===== config.mk =====
export PLATFORM = sky130hd
export DESIGN_NAME = reg_mux_n
export DESIGN_NICKNAME = d
export VERILOG_FILES = /design/src/rtl/reg_mux_n.sv
export SDC_FILE = /design/constraint.sdc
export NUM_CORES = 1
export LEC_CHECK = 0
export CAP_MARGIN = 30
export CORE_AREA = 3 3 122 124
export DETAILED_ROUTE_END_ITERATION = 10
export DIE_AREA = 0 0 125 127
export GPL_TIMING_DRIVEN = 0
export SLEW_MARGIN = 40
export SYNTH_ARGS = -nofsm -noshare
export SYNTH_HDL_FRONTEND = slang
export SYNTH_SLANG_ARGS = --single-unit

===== constraint.sdc =====
create_clock -name clk -period 3.36 [get_ports clk]
set_input_delay 0.672 -clock clk [delete_from_list [all_inputs] [get_ports clk]]
set_output_delay 0.672 -clock clk [all_outputs]
set_load 0.03 [all_outputs]

===== src/rtl/reg_mux_n.sv =====
// reg_mux_n
//   Registered N:1 datapath multiplexer feeding a 2-entry output queue.
//   Each accepted transfer stores {selected word, sel, bad} where bad marks
//   an out-of-range select (its data word is forced to zero). An
//   out-of-range push also sets the sticky err_flag.
//   NUM_IN must not exceed 2**SEL_W.
//
// Ports
//   clk, rst             clock, asynchronous active-high reset
//   in_data, sel         packed inputs (input k at [k*WIDTH +: WIDTH]), index
//   in_valid, in_ready   producer handshake
//   out_data, out_sel,   head-of-queue word, its select value and
//   out_bad              out-of-range tag (all zero while the queue is empty)
//   out_valid, out_ready consumer handshake
//   err_flag, err_clr    sticky out-of-range flag and its synchronous clear
module reg_mux_n #(
  parameter int WIDTH  = 32,
  parameter int NUM_IN = 3,
  parameter int SEL_W  = 2
) (
  input  logic                    clk,
  input  logic                    rst,
  input  logic [NUM_IN*WIDTH-1:0] in_data,
  input  logic [SEL_W-1:0]        sel,
  input  logic                    in_valid,
  output logic                    in_ready,
  output logic [WIDTH-1:0]        out_data,
  output logic [SEL_W-1:0]        out_sel,
  output logic                    out_bad,
  output logic                    out_valid,
  input  logic                    out_ready,
  output logic                    err_flag,
  input  logic                    err_clr
);

  // Entry 0 is always the head; entry 1 only holds data when count = 2.
  logic [1:0]       count, count_nxt;
  logic [WIDTH-1:0] data0, data1, data0_nxt, data1_nxt;
  logic [SEL_W-1:0] sel0, sel1, sel0_nxt, sel1_nxt;
  logic             bad0, bad1, bad0_nxt, bad1_nxt;
  logic             err_q, err_nxt;

  logic             push, pop;
  logic [WIDTH-1:0] mux_data;
  logic             mux_hit;

  // in_ready comes from registered state only, so there is no path from
  // out_ready back to the producer.
  assign in_ready  = !rst && (count != 2'd2);
  assign out_valid = (count != 2'd0);
  assign push      = in_valid && in_ready;
  assign pop       = out_valid && out_ready;

  // Explicit equality per input instead of a variable part-select, so an
  // out-of-range index can never read beyond the packed vector.
  always_comb begin
    mux_data = '0;
    mux_hit  = 1'b0;
    for (int k = 0; k < NUM_IN; k++) begin
      if (sel == SEL_W'(k)) begin
        mux_data = in_data[k*WIDTH +: WIDTH];
        mux_hit  = 1'b1;
      end
    end
  end

  always_comb begin
    count_nxt = count;
    data0_nxt = data0;
    sel0_nxt  = sel0;
    bad0_nxt  = bad0;
    data1_nxt = data1;
    sel1_nxt  = sel1;
    bad1_nxt  = bad1;
    case ({push, pop})
      2'b10: begin
        count_nxt = count + 2'd1;
        if (count == 2'd0) begin
          data0_nxt = mux_data;
          sel0_nxt  = sel;
          bad0_nxt  = !mux_hit;
        end else begin
          data1_nxt = mux_data;
          sel1_nxt  = sel;
          bad1_nxt  = !mux_hit;
        end
      end
      2'b01: begin
        count_nxt = count - 2'd1;
        data0_nxt = data1;
        sel0_nxt  = sel1;
        bad0_nxt  = bad1;
        data1_nxt = '0;
        sel1_nxt  = '0;
        bad1_nxt  = 1'b0;
      end
      2'b11: begin
        // push needs count < 2 and pop needs count > 0, so count is 1 here:
        // the new word replaces the departing head directly.
        data0_nxt = mux_data;
        sel0_nxt  = sel;
        bad0_nxt  = !mux_hit;
      end
      default: ;
    endcase
  end

  // A bad push in the same cycle as err_clr keeps the flag set.
  always_comb begin
    err_nxt = err_q;
    if (err_clr) err_nxt = 1'b0;
    if (push && !mux_hit) err_nxt = 1'b1;
  end

  always_ff @(posedge clk or posedge rst) begin
    if (rst) begin
      count <= 2'd0;
      data0 <= '0;
      sel0  <= '0;
      bad0  <= 1'b0;
      data1 <= '0;
      sel1  <= '0;
      bad1  <= 1'b0;
      err_q <= 1'b0;
    end else begin
      count <= count_nxt;
      data0 <= data0_nxt;
      sel0  <= sel0_nxt;
      bad0  <= bad0_nxt;
      data1 <= data1_nxt;
      sel1  <= sel1_nxt;
      bad1  <= bad1_nxt;
      err_q <= err_nxt;
    end
  end

  assign out_data = out_valid ? data0 : '0;
  assign out_sel  = out_valid ? sel0  : '0;
  assign out_bad  = out_valid && bad0;
  assign err_flag = err_q;

endmodule

### Yosys cells after proc, flatten, opt, wreduce, memory -nomap -nowiden

Index checks and enable logic that the tools add are counted.

| storage, ports and cells | value |
|---|---|
| output and inout bits | 38 |
| input port bits | 103 |
| word-level logic and storage cells | 56 |
| bits in registers | 73 |

| operators by class | value |
|---|---|
| equal/unequal tests | 8 |
| add/sub/neg operators | 2 |
| reduce and logical (&&, ||, !) cells | 15 |
| multiplexer cells | 23 |

Operators with widths:

| cell | number |
|---|---|
| 32-bit 2-to-1 mux | 6 |
| 32-bit case mux with 3 select lines | 1 |
| 32-bit case mux with 2 select lines | 1 |
| 2-bit case mux with 2 select lines | 2 |
| 1-bit 2-to-1 mux | 7 |
| 2-bit == test (second input constant) | 3 |
| 2-bit 2-to-1 mux | 3 |
| 2-bit inequality test (second input constant) | 3 |
| 2-bit case mux with 3 select lines | 1 |
| 2-bit nonzero test | 3 |
| 1-bit logical AND | 5 |
| 2-bit by 1-bit == test with 1-bit output (second input constant) | 2 |
| 2-bit logical NOT | 2 |
| 2-bit AND reduction | 2 |
| 1-bit case mux with 3 select lines | 1 |
| 3-bit nonzero test | 1 |
| 2-bit by 1-bit adder with 2-bit output (second input constant) | 1 |
| 1-bit logical NOT | 2 |
| 1-bit case mux with 2 select lines | 1 |
| 2-bit by 1-bit subtractor with 2-bit output (second input constant) | 1 |

### Depth between registers and ports, before layout

Gate-level depths: netlist of the first run.

| logic depth | value |
|---|---|
| depth after elaboration | 7 |
| gate-level depth with buffers | 11 |

### Worst setup path after synthesis of the first run

OpenSTA, ideal clock, no wires.

| timing | value |
|---|---|
| path type | input -> register |
| from | input rst |
| to | register data0[10] |
| data required time | 3237 ps |
| arrival time | 2224 ps |
| path buffers | 2 |
| path slack | 1013 ps |
| cell stages on the path | 6 |
| cell sequence | or3b_2 -> ha_1 -> clkbuf_1 -> o21bai_1 -> buf_2 -> o221a_2 |

| on the way | value |
|---|---|
| word-level cells in the longest chain between the ends | 6 |

RTL lines:

| what | RTL line | RTL |
|---|---|---|
| start: declaration | 22 | `input logic rst,` |
| 1-bit logical NOT (no source line) (*) | -- |  |
| 1-bit logical AND (*) | 49 | `assign in_ready = !rst && (count != 2'd2);` |
| 1-bit logical AND (*) | 51 | `assign push = in_valid && in_ready;` |
| 2-bit == test or 2-bit by 1-bit == test with 1-bit output (tied branches) | 75 | `case ({push, pop})` |
| 2-bit inequality test (no source line) or 3-bit nonzero test (tied branches) | -- |  |
| 2-bit AND reduction (no source line) | -- |  |
| end signal: assignment | 127 | `data0 <= data0_nxt;` |
| end: declaration | 38 | `logic [WIDTH-1:0] data0, data1, data0_nxt, data1_nxt;` |

Every way passes the cells marked *; elsewhere a longest branch is shown, timed or not.
A chain may end at the register's enable or synchronous reset.

### Final worst setup path of the first run

| timing | value |
|---|---|
| from | register count[0] |
| to | output out_sel[0] |

| on the way | value |
|---|---|
| word-level cells in the longest chain between the ends | 2 |

RTL lines:

| what | RTL line | RTL |
|---|---|---|
| start: declaration | 37 | `logic [1:0] count, count_nxt;` |
| start signal: assignment | 126 | `count <= count_nxt;` |
| 2-bit nonzero test | 50 | `assign out_valid = (count != 2'd0);` |
| 2-bit 2-to-1 mux | 138 | `assign out_sel = out_valid ? sel0 : '0;` |
| end: declaration | 28 | `output logic [SEL_W-1:0] out_sel,` |

No other way between the ends.

==> metrics.md, run 1 <==
| Metric | Value |
|---|---|
| CP startpoint kind | `flop` |
| Clock latency on the worst-skew pair | `0.32 ns` |
| Initial antenna violation count | `0` |
| Sum of negative setup slack | `0 ns` |
| Clk buf depth | `2` |
| Die Width | `125 um` |
| Max Cap Violations | `0` |
| Worst-path maximum fanout | `10` |
| Overall Power | `5.10 mW` |
| Final Instance Area | `0.00608 sq mm` |
| Element type at the critical path end | `output pin` |
| Area growth, synth to finish | `46.2%` |
| FILL cells | `1341` |
| Critical Path Sink | `out_sel[0]` |
| Reg2reg path depth | `10` |
| Pre-CTS worst setup slack | `-0.117 ns` |
| Clock Tree Root | `clkbuf_16` |
| Sequential cell area fraction in the yosys report | `43.9%` |
| Pwr dens | `839 mW/mm^2` |
| RSZ-0062 raised after global routing | `no` |
| Ports | `141` |
| Vias in the first global route | `3807` |
| Leakage power | `2.50 nW` |
| R2R Path Start | `count[0]$_DFFE_PP0P_` |
| Placed cell area | `0.00580 sq mm` |
| Syn_nets | `488` |
| Total clock sinks | `73` |
| Syn_area_per_cell | `10.9 sq um` |
| Area share of the largest cell type after synthesis | `43.9%` |
| Post-Syn Area | `0.00416 sq mm` |
| DRT Wirelength | `12800 um` |
| Yosys warning count | `0` |
| Die Span Y | `127 um` |
| Layout cells sized above 1 | `9.70%` |
| Reg2Reg Setup Slack | `0.59 ns` |
| Critical Path RT | `2.69 ns` |
| Predominant post-synthesis flop cell | `dfrtp_1` |
| Outcome | `finished, final reports clean` |
| Core ar. | `0.0139 sq mm` |
| R2r endpoint | `data0[20]$_DFFE_PP0P_` |
| Initial core utilization | `29.9%` |
| Worst VDD drop | `0.000430 V` |
| Largest net degree at the start of global routing | `48` |
| Most common cell after layout, fill and taps aside | `clkdlybuf4s50_1` |
| Htree depth | `3` |
| Die area | `0.0159 sq mm` |
| Most frequent cells in the layout | `clkdlybuf4s50_1, dfrtp_1, nor2b_1, and2_1, mux2i_1` |
| DR pass1 iterations | `4` |
| Final GP Congestion | `0.848` |
| Max Clock Freq | `318 MHz` |
| Site Rows | `43` |
| Vias per std cell | `5.10` |
| DRC Markers | `0` |
| Async set-or-reset flop fraction in the synthesized netlist | `100%` |
| TritonCTS buffer count | `9` |
| Mapped Cells | `382` |
| Fin. max-slew vios | `0` |
| Gr usage total | `16.0%` |
| Seq cells post-synth | `73` |
| Ranking of synthesized cells by area | `dfrtp_1, mux2i_1, o221a_1` |
| Vias | `3649` |
| IO buf count | `138` |
| Antenna Violating Nets Remaining | `0` |
| Part of the cycle the worst path needs | `93.6%` |
| WL/cell | `17.9 um` |
| Slew HR | `58.7%` |
| CTS clk-pin slew, worst paths | `0.06 ns` |
| Overflow after GRT | `0` |
| CTS tree | `yes` |
| Worst Hold Class | `flop to flop` |
| Arr. time, crit path | `2.47 ns` |
| Cell accounting for the most synthesized area | `dfrtp_1` |
| Final WS setup | `0.215 ns` |
| Post-CTS setup buffer count | `0` |
| Worst clock skew | `0.00576 ns` |
| EDFF count, synth | `0` |
| Number of DRC markers in iteration 0 | `154` |
| Tmin final | `3.14 ns` |
| HPWL after DPL | `9300 um` |
| Final setup fails | `0` |
| Number of antenna repair diodes | `0` |
| Critical path launch point | `count[0]$_DFFE_PP0P_` |
| Final-report hold violation count | `0` |
| Slew at the pin closest to its max-slew limit | `0.619 ns` |
| First-pass GRT wire length | `20500 um` |
| Synth unique cells | `32` |
| CP Class | `flop to output pin` |
| Nets | `638` |
[Yosys cell counts (15+ instances only)]
cell / count
and2_1: 35
o21ai_0: 32
o221a_1: 28
o2bb2ai_1: 32
buf_2: 15
nor2b_1: 35
mux2i_1: 33
a22o_1: 32
clkbuf_1: 20
dfrtp_1: 73
[power breakdown]
group	total (mW)	switching, mW	internal, mW
Clock	0.904	0.338	0.567
Combinational	2.78	1.49	1.28
Sequential	1.42	0.194	1.22
[worst min-delay path by stage]
stage                                startpoint               endpoint  slack [ns]  cells after the start
after floorplan                bad0$_DFFE_PP0P_       bad0$_DFFE_PP0P_        0.47                      1
after CTS                      bad0$_DFFE_PP0P_       bad0$_DFFE_PP0P_        0.51                      1
final                      data1[5]$_DFFE_PP0P_   data1[5]$_DFFE_PP0P_        0.50                      1
after global routing      data1[19]$_DFFE_PP0P_  data1[19]$_DFFE_PP0P_        0.52                      1
after global placement         bad0$_DFFE_PP0P_       bad0$_DFFE_PP0P_        0.48                      1
after detailed placement   data1[4]$_DFFE_PP0P_   data1[4]$_DFFE_PP0P_        0.49                      1
[critical path, stage by stage (launching register included)]
cell and delay (ns):
dfrtp_1 0.52, nor2_4 0.07, inv_2 0.10, clkbuf_2 0.27, clkbuf_2 0.30, and2_1 0.19, clkdlybuf4s50_1 0.69
[state kept, by name, summed over array words and instances, names as in the netlist]
name / flops
data0: 32
bad0: 1
bad1: 1
data1: 32
sel0: 2
sel1: 2
err_flag: 1
count: 2
[repair_timing]
item / CTS / global route
endpoints found under the setup margin: 29 / 15
hold buffers: 0 / 0
resized for setup: 1 / 6
[final cells by class]
| cell class | count | area, sq um | area share, % |
|---|---|---|---|
| inverters | 6 | 27.5 | 0.453 |
| clock inverters | 4 | 45.0 | 0.741 |
| well taps | 180 | 225 | 3.71 |
| plain buffers | 39 | 200 | 3.29 |
| multi-input cells | 264 | 2110 | 34.7 |
| clock buffers | 11 | 233 | 3.83 |
| flip-flops and latches | 73 | 1830 | 30.1 |
| repair buffers | 139 | 1410 | 23.2 |
[cell families after synthesis]
kind of cell / synth area share (%)
compound gates: 27.2
xor+xnor: 0.632
fa+ha+maj: 0.903
buf+inv: 5.24
flops: 43.9
mux: 9.09
simple gates: 13.0
[per-layer routing]
layer	up-vias	routed length (um)	track usage [%]	part of all wire, %
li1	1729	-	-	-
met1	1776	5950	22.0	46
met2	133	5830	25.3	46
met3	11	849	3.51	6.6
met4	0	177	4.91	1.4
met5	-	0	0	0
[through the flow]
stage | hold WS (ns) | utilization, % | instances
after CTS | 0.505 | 43.8 | 716
after global routing | 0.516 | 43.8 | 716
after detailed placement | 0.491 | 41.8 | 701
final | 0.502 | 43.8 | 716
after global placement | 0.485 | 41.5 | 700
after floorplan | 0.472 | - | 382
No activity file was read; power rests on OpenSTA's default activity.
==> run 2: changes to the inputs <==
Settings changed: CORE_AREA 3 3 122 124 to 3 3 118 120, CTS_BUF_LIST set to sky130_fd_sc_hd__clkbuf_4, DIE_AREA 0 0 125 127 to 0 0 121 123, SLEW_MARGIN 40 to not set.
==> run 2 against run 1 <==
  * Non-clock buffer count shrank 1
  * Routed wire length decreased by 1.5%
  * Final area fell by 2.6%
  * Critical path depth decreased by 1
  * Utilization increased by 1.5 points
  * Die area fell by 6.2%
  * Via count is 0.22% lower
  * Total power decreased by 7.2%
  * Global-route usage grew 0.88 points
  * Sequential share of layout area rose by 0.79 points
  * Cell count down 0.56%
  * Clock skew up 0.0073 ns
  * Critical endpoint unchanged
==> metrics.md, run 2 (same netlist as run 1, synthesis figures left out) <==
| Metric | Value |
|---|---|
| Sequential Power Share | `29.9% (was 27.8%)` |
| Worst hold path startpoint | `bad0$_DFFE_PP0P_ (was data1[5]$_DFFE_PP0P_)` |
| Area growth, synth to finish | `42.5% (was 46.2%)` |
| Psw | `2.00 mW (was 2.02 mW)` |
| TritonCTS buffer count | `9 (unchanged)` |
| Total clock sinks | `73 (unchanged)` |
| CTS tree | `yes (unchanged)` |
| Die Width | `121 um (was 125 um)` |
| CP startpoint kind | `flop (unchanged)` |
| Clock Power Share | `12.0% (was 17.7%)` |
| Antenna Violating Nets Remaining | `0 (unchanged)` |
| Number of antenna repair diodes | `0 (unchanged)` |
| Reg2reg path depth | `10 (unchanged)` |
| Part of the cycle the worst path needs | `95.3% (was 93.6%)` |
| Clk buf depth | `2 (unchanged)` |
| Overall Power | `4.73 mW (was 5.10 mW)` |
| Pwr dens | `799 mW/mm^2 (was 839 mW/mm^2)` |
| Slew HR | `56.7% (was 58.7%)` |
| Most frequent cells in the layout | `clkdlybuf4s50_1, dfrtp_1, nor2b_1, and2_1, mux2i_1 (unchanged)` |
| Slew at the pin closest to its max-slew limit | `0.649 ns (was 0.619 ns)` |
| Worst Hold Class | `flop to flop (unchanged)` |
| Hold WS | `0.520 ns (was 0.502 ns)` |
| Hold Path Depth | `1 (unchanged)` |
| Switching share of total power | `42.2% (was 39.7%)` |
| Critical Path RT | `2.69 ns (about the same)` |
| Layout Cells excl Fill | `712 (was 716)` |
| Fin. max-slew vios | `0 (unchanged)` |
| Worst clock skew | `0.0131 ns (was 0.00576 ns)` |
| P_int | `2.73 mW (was 3.08 mW)` |
| Number of DRC markers in iteration 0 | `138 (was 154)` |
| Leakage power | `2.42 nW (was 2.50 nW)` |
| Placed Cells | `697 (was 701)` |
| Pre-CTS worst setup slack | `-0.0939 ns (was -0.117 ns)` |
| Core ar. | `0.0131 sq mm (was 0.0139 sq mm)` |
| Final setup fails | `0 (unchanged)` |
| Final core occ | `45.3% (was 43.8%)` |
| Ports | `141 (unchanged)` |
| Initial core utilization | `31.8% (was 29.9%)` |
| R2r endpoint | `data0[16]$_DFFE_PP0P_ (was data0[20]$_DFFE_PP0P_)` |
| Largest net degree at the start of global routing | `43 (was 48)` |
| Most common cell after layout, fill and taps aside | `clkdlybuf4s50_1 (unchanged)` |
| Reg2Reg Setup Slack | `0.42 ns (was 0.59 ns)` |
| Site Rows | `42 (was 43)` |
| Vias per std cell | `5.11 (was 5.10)` |
| Clock Tree Root | `clkbuf_4 (was clkbuf_16)` |
| Largest regs | `data0 (32), data1 (32) (unchanged)` |
| Max Cap Violations | `0 (unchanged)` |
| Vias | `3641 (was 3649)` |
| Vias in the first global route | `3735 (was 3807)` |
| R2R Path Start | `count[0]$_DFFE_PP0P_ (unchanged)` |
| DR pass1 iterations | `4 (unchanged)` |
| Max Clock Freq | `312 MHz (was 318 MHz)` |
| Hold-fix buffers, CTS | `0 (unchanged)` |
| Arr. time, crit path | `2.53 ns (was 2.47 ns)` |
| DRT Wirelength | `12600 um (was 12800 um)` |
| Overflow after GRT | `0 (unchanged)` |
| Die area | `0.0149 sq mm (was 0.0159 sq mm)` |
| Worst-path maximum fanout | `12 (was 10)` |
| Outcome | `finished, final reports clean (unchanged)` |
| First-pass GRT wire length | `19900 um (was 20500 um)` |
| DRC Markers | `0 (unchanged)` |
| Hold path endpoint | `bad0$_DFFE_PP0P_ (was data1[5]$_DFFE_PP0P_)` |
| Final WS setup | `0.156 ns (was 0.215 ns)` |
| Comb power frac | `58.1% (was 54.4%)` |
| Tmin final | `3.20 ns (was 3.14 ns)` |
| Initial antenna violation count | `0 (unchanged)` |
| CP Class | `flop to output pin (unchanged)` |
| IO buf count | `138 (unchanged)` |
| HPWL after DPL | `9310 um (was 9300 um)` |
| Clock latency on the worst-skew pair | `0.42 ns (was 0.32 ns)` |
| Layout cells sized above 1 | `9.89% (was 9.70%)` |
| Die Span Y | `123 um (was 127 um)` |
| CTS clk-pin slew, worst paths | `0.12 ns (was 0.06 ns)` |
| Worst VDD drop | `0.000358 V (was 0.000430 V)` |
| RSZ-0062 raised after global routing | `no (unchanged)` |
| WL/cell | `17.7 um (was 17.9 um)` |
| Element type at the critical path end | `output pin (unchanged)` |
| Gr usage total | `16.9% (was 16.0%)` |
| Nets | `637 (was 638)` |
| Htree depth | `3 (unchanged)` |
| Final GP Congestion | `0.787 (was 0.848)` |
| Final-report hold violation count | `0 (unchanged)` |
==> run 2: cell count changes in the layout (fill, tap and decap cells not counted) <==
cell | before | now
clkinvlp_4 | 0 | 2
clkbuf_4 | 0 | 10
clkbuf_1 | 18 | 17
buf_12 | 0 | 1
clkinv_2 | 3 | 1
buf_16 | 1 | 0
clkinv_4 | 0 | 1
clkbuf_16 | 9 | 0
inv_4 | 0 | 1
clkbuf_2 | 4 | 2
==> run 2: layer usage <==
metal / vias to the layer above / part of all wire, % / track usage [%]
met1: 1781 / 45 / 22.4
met3: 14 / 6.7 / 3.89
met5: - / 0 / 0
met4: 0 / 1.2 / 4.89
met2: 105 / 47 / 27.6
li1: 1741 / - / -
==> run 2: how the worst max path moves through the flow <==
stage / startpoint / slack (ns) / depth (start not counted) / endpoint
after floorplan: rst / 0.83 / 1 / bad0$_DFFE_PP0P_
after global placement: rst / -0.50 / 2 / data0[24]$_DFFE_PP0P_
after CTS: count[0]$_DFFE_PP0P_ / 0.08 / 5 / out_data[21]
final: count[0]$_DFFE_PP0P_ / 0.16 / 5 / out_sel[0]
after detailed placement: out_ready / -0.09 / 10 / data0[23]$_DFFE_PP0P_
after global routing: count[0]$_DFFE_PP0P_ / 0.01 / 5 / out_sel[0]
==> run 2: what timing repair did <==
item | in CTS | in global routing
pin swaps | 0 | 0
gates cloned | 0 | 0
buffers inserted | 0 | 0
setup endpoints to repair | 29 | 15
resized for setup | 0 | 4
==> run 2: worst max-delay path, stage by stage (launching register included) <==
cell	delay, ns
dfrtp_1	0.55
nor2_4	0.07
inv_2	0.24
clkbuf_1	0.36
and2_1	0.22
clkdlybuf4s50_1	0.68
==> run 2: per-stage QoR <==
| step | setup TNS (ns) | instance area (sq um) |
|---|---|---|
| detailed placement | -1.87 | 5780 |
| floorplan | 0 | 4160 |
| CTS | 0 | 5920 |
| global route | 0 | 5920 |
| finish | 0 | 5920 |
| global placement | -37.92 | 5760 |
==> run 2: cell type report <==
cell class	count	area [sq um]
plain buffers	38	194
clock buffers	10	75.1
clock inverters	6	67.6
fillers	1277	7160
inverters	6	25.0
multi-input cells	264	2110
flip-flops and latches	73	1830
well taps	176	220
repair buffers	139	1400
==> run 2: power groups by stage <==
stage / Clock, mW / Sequential [mW] / Combinational [mW]
CTS: 0.584 / 1.42 / 2.78
detailed placement: 0 / 1.43 / 2.77
global route: 0.623 / 1.46 / 2.95
global placement: 0 / 1.42 / 2.74
floorplan: 0 / 1.38 / 1.76
finish: 0.568 / 1.42 / 2.75
==> run 3: changes to the inputs <==
Settings changed: ABC_AREA set to 1, CORE_AREA 3 3 118 120 to 3 3 119 121, DIE_AREA 0 0 121 123 to 0 0 122 124, GPL_ROUTABILITY_DRIVEN set to 0, SLEW_MARGIN set to 15.
==> run 3 against run 2 <==
  * Clock power decreased by 3%
  * Critical endpoint unchanged
  * Cell count increased by 34%
  * Sequential power increased by 7%
  * Via count increased by 24%
  * Clock-buffer cell count unchanged
  * Total power decreased by 5.1%
  * Routed wire length increased by 6.4%
  * Final area increased by 0.76%
  * Combinational power decreased by 12%
  * Synthesized cell count increased by 62%
  * Utilization about the same
  * Largest cell class unchanged
==> metrics.md, run 3 <==
| Metric | Value |
|---|---|
| Outcome | `finished, final reports clean (unchanged)` |
| Part of the cycle the worst path needs | `93.1% (was 95.3%)` |
| CTS clk-pin slew, worst paths | `0.12 ns (about the same)` |
| Ports | `141 (unchanged)` |
| Dominant cell by count in the synthesized netlist | `nand2_1 (was dfrtp_1)` |
| Vias | `4525 (was 3641)` |
| Die Width | `122 um (was 121 um)` |
| Psw | `2.02 mW (was 2.00 mW)` |
| Switching share of total power | `45.1% (was 42.2%)` |
| Syn_area_per_cell | `6.77 sq um (was 10.9 sq um)` |
| Worst clock skew | `0.0126 ns (was 0.0131 ns)` |
| Ranking of synthesized cells by area | `dfrtp_1, nand2_1, nand3_1 (was dfrtp_1, mux2i_1, o221a_1)` |
| Sequential cell area fraction in the yosys report | `43.5% (was 43.9%)` |
| Hold Path Depth | `2 (was 1)` |
| Area growth, synth to finish | `42.1% (was 42.5%)` |
| Die Span Y | `124 um (was 123 um)` |
| IO buf count | `138 (unchanged)` |
| P_int | `2.46 mW (was 2.73 mW)` |
| Slowest cell delay on critical path | `0.65 ns (was 0.68 ns)` |
| Tmin final | `3.13 ns (was 3.20 ns)` |
| CTS tree | `yes (unchanged)` |
| Area share of the largest cell type after synthesis | `43.5% (was 43.9%)` |
| Arr. time, crit path | `2.46 ns (was 2.53 ns)` |
| Vias in the first global route | `4472 (was 3735)` |
| Most common cell after layout, fill and taps aside | `nand2_1 (was clkdlybuf4s50_1)` |
| Worst VDD drop | `0.000239 V (was 0.000358 V)` |
| Nets | `876 (was 637)` |
| TritonCTS buffer count | `9 (unchanged)` |
| WL/cell | `14.1 um (was 17.7 um)` |
| R2r endpoint | `data1[15]$_DFFE_PP0P_ (was data0[16]$_DFFE_PP0P_)` |
| Final setup fails | `0 (unchanged)` |
| Critical Path RT | `2.69 ns (about the same)` |
| Die area | `0.0151 sq mm (was 0.0149 sq mm)` |
| Reg2Reg Setup Slack | `0.95 ns (was 0.42 ns)` |
| Leakage power | `2.88 nW (was 2.42 nW)` |
| Worst-path maximum fanout | `10 (was 12)` |
| Fin. max-slew vios | `0 (unchanged)` |
| Antenna Violating Nets Remaining | `0 (unchanged)` |
| DR pass1 iterations | `5 (was 4)` |
| CP startpoint kind | `flop (unchanged)` |
| Predominant post-synthesis flop cell | `dfrtp_1 (unchanged)` |
| Vias per std cell | `4.75 (was 5.11)` |
| Commonest cells post-synth | `nand2_1, nand3_1, dfrtp_1 (was dfrtp_1, and2_1, nor2b_1)` |
| Clock latency on the worst-skew pair | `0.43 ns (was 0.42 ns)` |
| EDFF count, synth | `0 (unchanged)` |
| Hold path endpoint | `data0[30]$_DFFE_PP0P_ (was bad0$_DFFE_PP0P_)` |
| Core ar. | `0.0132 sq mm (was 0.0131 sq mm)` |
| Clk buf depth | `2 (unchanged)` |
| CP Class | `flop to output pin (unchanged)` |
| Overflow after GRT | `0 (unchanged)` |
| Cell accounting for the most synthesized area | `dfrtp_1 (unchanged)` |
| Comb power frac | `54.0% (was 58.1%)` |
| Yosys warning count | `0 (unchanged)` |
| Clock Tree Root | `clkbuf_4 (unchanged)` |
| Placed cell area | `0.00583 sq mm (was 0.00578 sq mm)` |
| Gr usage total | `18.4% (was 16.9%)` |
| Max Cap Violations | `0 (unchanged)` |
| Final Instance Area | `0.00597 sq mm (was 0.00592 sq mm)` |
| Post-CTS Resized | `0 (unchanged)` |
| Slew HR | `60.0% (was 56.7%)` |
| Largest net degree at the start of global routing | `50 (was 43)` |
| Synth unique cells | `24 (was 32)` |
| Initial core utilization | `31.8% (about the same)` |
| Final-report hold violation count | `0 (unchanged)` |
| Hold-fix buffers, CTS | `0 (unchanged)` |
| Clock Power Share | `12.2% (was 12.0%)` |
| Layout cells sized above 1 | `6.58% (was 9.89%)` |
| R2R Path Start | `count[0]$_DFFE_PP0P_ (unchanged)` |
| Syn_nets | `726 (was 488)` |
| Number of DRC markers in iteration 0 | `278 (was 138)` |
| Total clock sinks | `73 (unchanged)` |
| Critical path launch point | `count[0]$_DFFE_PP0P_ (unchanged)` |
| Async set-or-reset flop fraction in the synthesized netlist | `100% (unchanged)` |
| Pwr dens | `752 mW/mm^2 (was 799 mW/mm^2)` |
| Placed Cells | `935 (was 697)` |
| Post-Syn Area | `0.00420 sq mm (was 0.00416 sq mm)` |
| HPWL after DPL | `10100 um (was 9310 um)` |
| Htree depth | `3 (unchanged)` |
| Reg2reg path depth | `11 (was 10)` |
| RSZ-0062 raised after global routing | `no (unchanged)` |
| Initial antenna violation count | `1 (was 0)` |
| Most frequent cells in the layout | `nand2_1, clkdlybuf4s50_1, nand3_1 (was clkdlybuf4s50_1, dfrtp_1, nor2b_1, and2_1, mux2i_1)` |
| Mapped Cells | `620 (was 382)` |
| Site Rows | `42 (unchanged)` |
| Worst Hold Class | `flop to flop (unchanged)` |
| DRC Markers | `0 (unchanged)` |
| Max Clock Freq | `320 MHz (was 312 MHz)` |
| Post-CTS setup buffer count | `0 (unchanged)` |
| Cells along the critical path | `nor2_4 -> clkbuf_1 -> nor2_1 -> clkdlybuf4s50_1 (was nor2_4 -> inv_2 -> clkbuf_1 -> and2_1 -> clkdlybuf4s50_1)` |
| Sequential Power Share | `33.8% (was 29.9%)` |
| Seq cells post-synth | `73 (unchanged)` |
| DRT Wirelength | `13400 um (was 12600 um)` |
| First-pass GRT wire length | `21800 um (was 19900 um)` |
| Worst hold path startpoint | `data0[30]$_DFFE_PP0P_ (was bad0$_DFFE_PP0P_)` |
| Slowest-stage cell, CP | `clkdlybuf4s50_1 (unchanged)` |
| Largest regs | `data0 (32), data1 (32) (unchanged)` |
| Slew at the pin closest to its max-slew limit | `0.601 ns (was 0.649 ns)` |
| Layout Cells excl Fill | `952 (was 712)` |
| Element type at the critical path end | `output pin (unchanged)` |
[run 3: cell types whose count changed after synthesis, sizes merged, moves of 33 or more]
cell	before	now
and2	35	1
inv	6	47
mux2i	34	0
nand2	5	271
nand3	0	98
nor2	4	37
nor2b	35	0
[run 3: power groups by stage]
stage / clock [mW] / sequential [mW] / combinational, mW
after global placement: 0 / 1.52 / 2.42
after global routing: 0.609 / 1.57 / 2.69
after CTS: 0.564 / 1.51 / 2.46
after detailed placement: 0 / 1.53 / 2.45
final: 0.549 / 1.52 / 2.42
after floorplan: 0 / 1.48 / 1.56
[run 3: cells by family (layout without fill, tap and decap cells)]
kind of cell,after synthesis,in the layout,share of synthesized area [%]
compound gates,45,45,5.69
xor+xnor,2,2,0.417
fa+ha+maj,3,3,0.894
buf+inv,89,244,9.62
flops,73,73,43.5
other cells,0,1,0
simple gates,408,408,39.9
[run 3: stage by stage]
stage	TNS, ns	hold WS (ns)	worst slack [ns]	total power [mW]	utilization (%)
4_1_cts	0	0.495	0.172	4.54	45.2
3_5_place_dp	0	0.466	0.392	3.98	44.2
3_3_place_gp	-69.36	0.463	-0.974	3.93	44.0
2_1_floorplan	0	0.449	0.329	3.04	-
6_report	0	0.491	0.230	4.49	45.2
5_1_grt	0	0.511	0.0862	4.87	45.2
[run 3: routing by layer]
| metal | up-vias | track usage, % | routed length [um] | share of wire (%) |
|---|---|---|---|---|
| met5 | - | 0 | 0 | 0 |
| met4 | 0 | 5.46 | 183 | 1.4 |
| met3 | 13 | 3.77 | 815 | 6.1 |
| met2 | 141 | 32.1 | 6640 | 49 |
| met1 | 2131 | 23.1 | 5780 | 43 |
| li1 | 2240 | - | - | - |
[run 3: how the worst max path moves through the flow]
stage and to:
2_1_floorplan data0[10]$_DFFE_PP0P_, 5_1_grt out_data[22], 6_report out_sel[0], 3_3_place_gp data0[28]$_DFFE_PP0P_, 4_1_cts out_sel[0], 3_5_place_dp data1[27]$_DFFE_PP0P_
[run 3: final cells by class]
cell class / count / area [sq um]
Sequential cell: 73 / 1830
Tap cell: 176 / 220
Timing Repair Buffer: 139 / 1410
Buffer: 41 / 224
Fill cell: 1363 / 7220
Clock inverter: 6 / 58.8
Inverter: 48 / 183
Multi-Input combinational cell: 458 / 1970
Clock buffer: 10 / 75.1
Antenna cell: 1 / 2.50
[run 3: worst max-delay path, delay by kind of cell, from the launching register on]
| family | cells | cell delay [ns] |
|---|---|---|
| AND/OR/NAND/NOR | 2 | 0.44 |
| buffers and inverters | 2 | 1.11 |
| flip-flops | 1 | 0.48 |
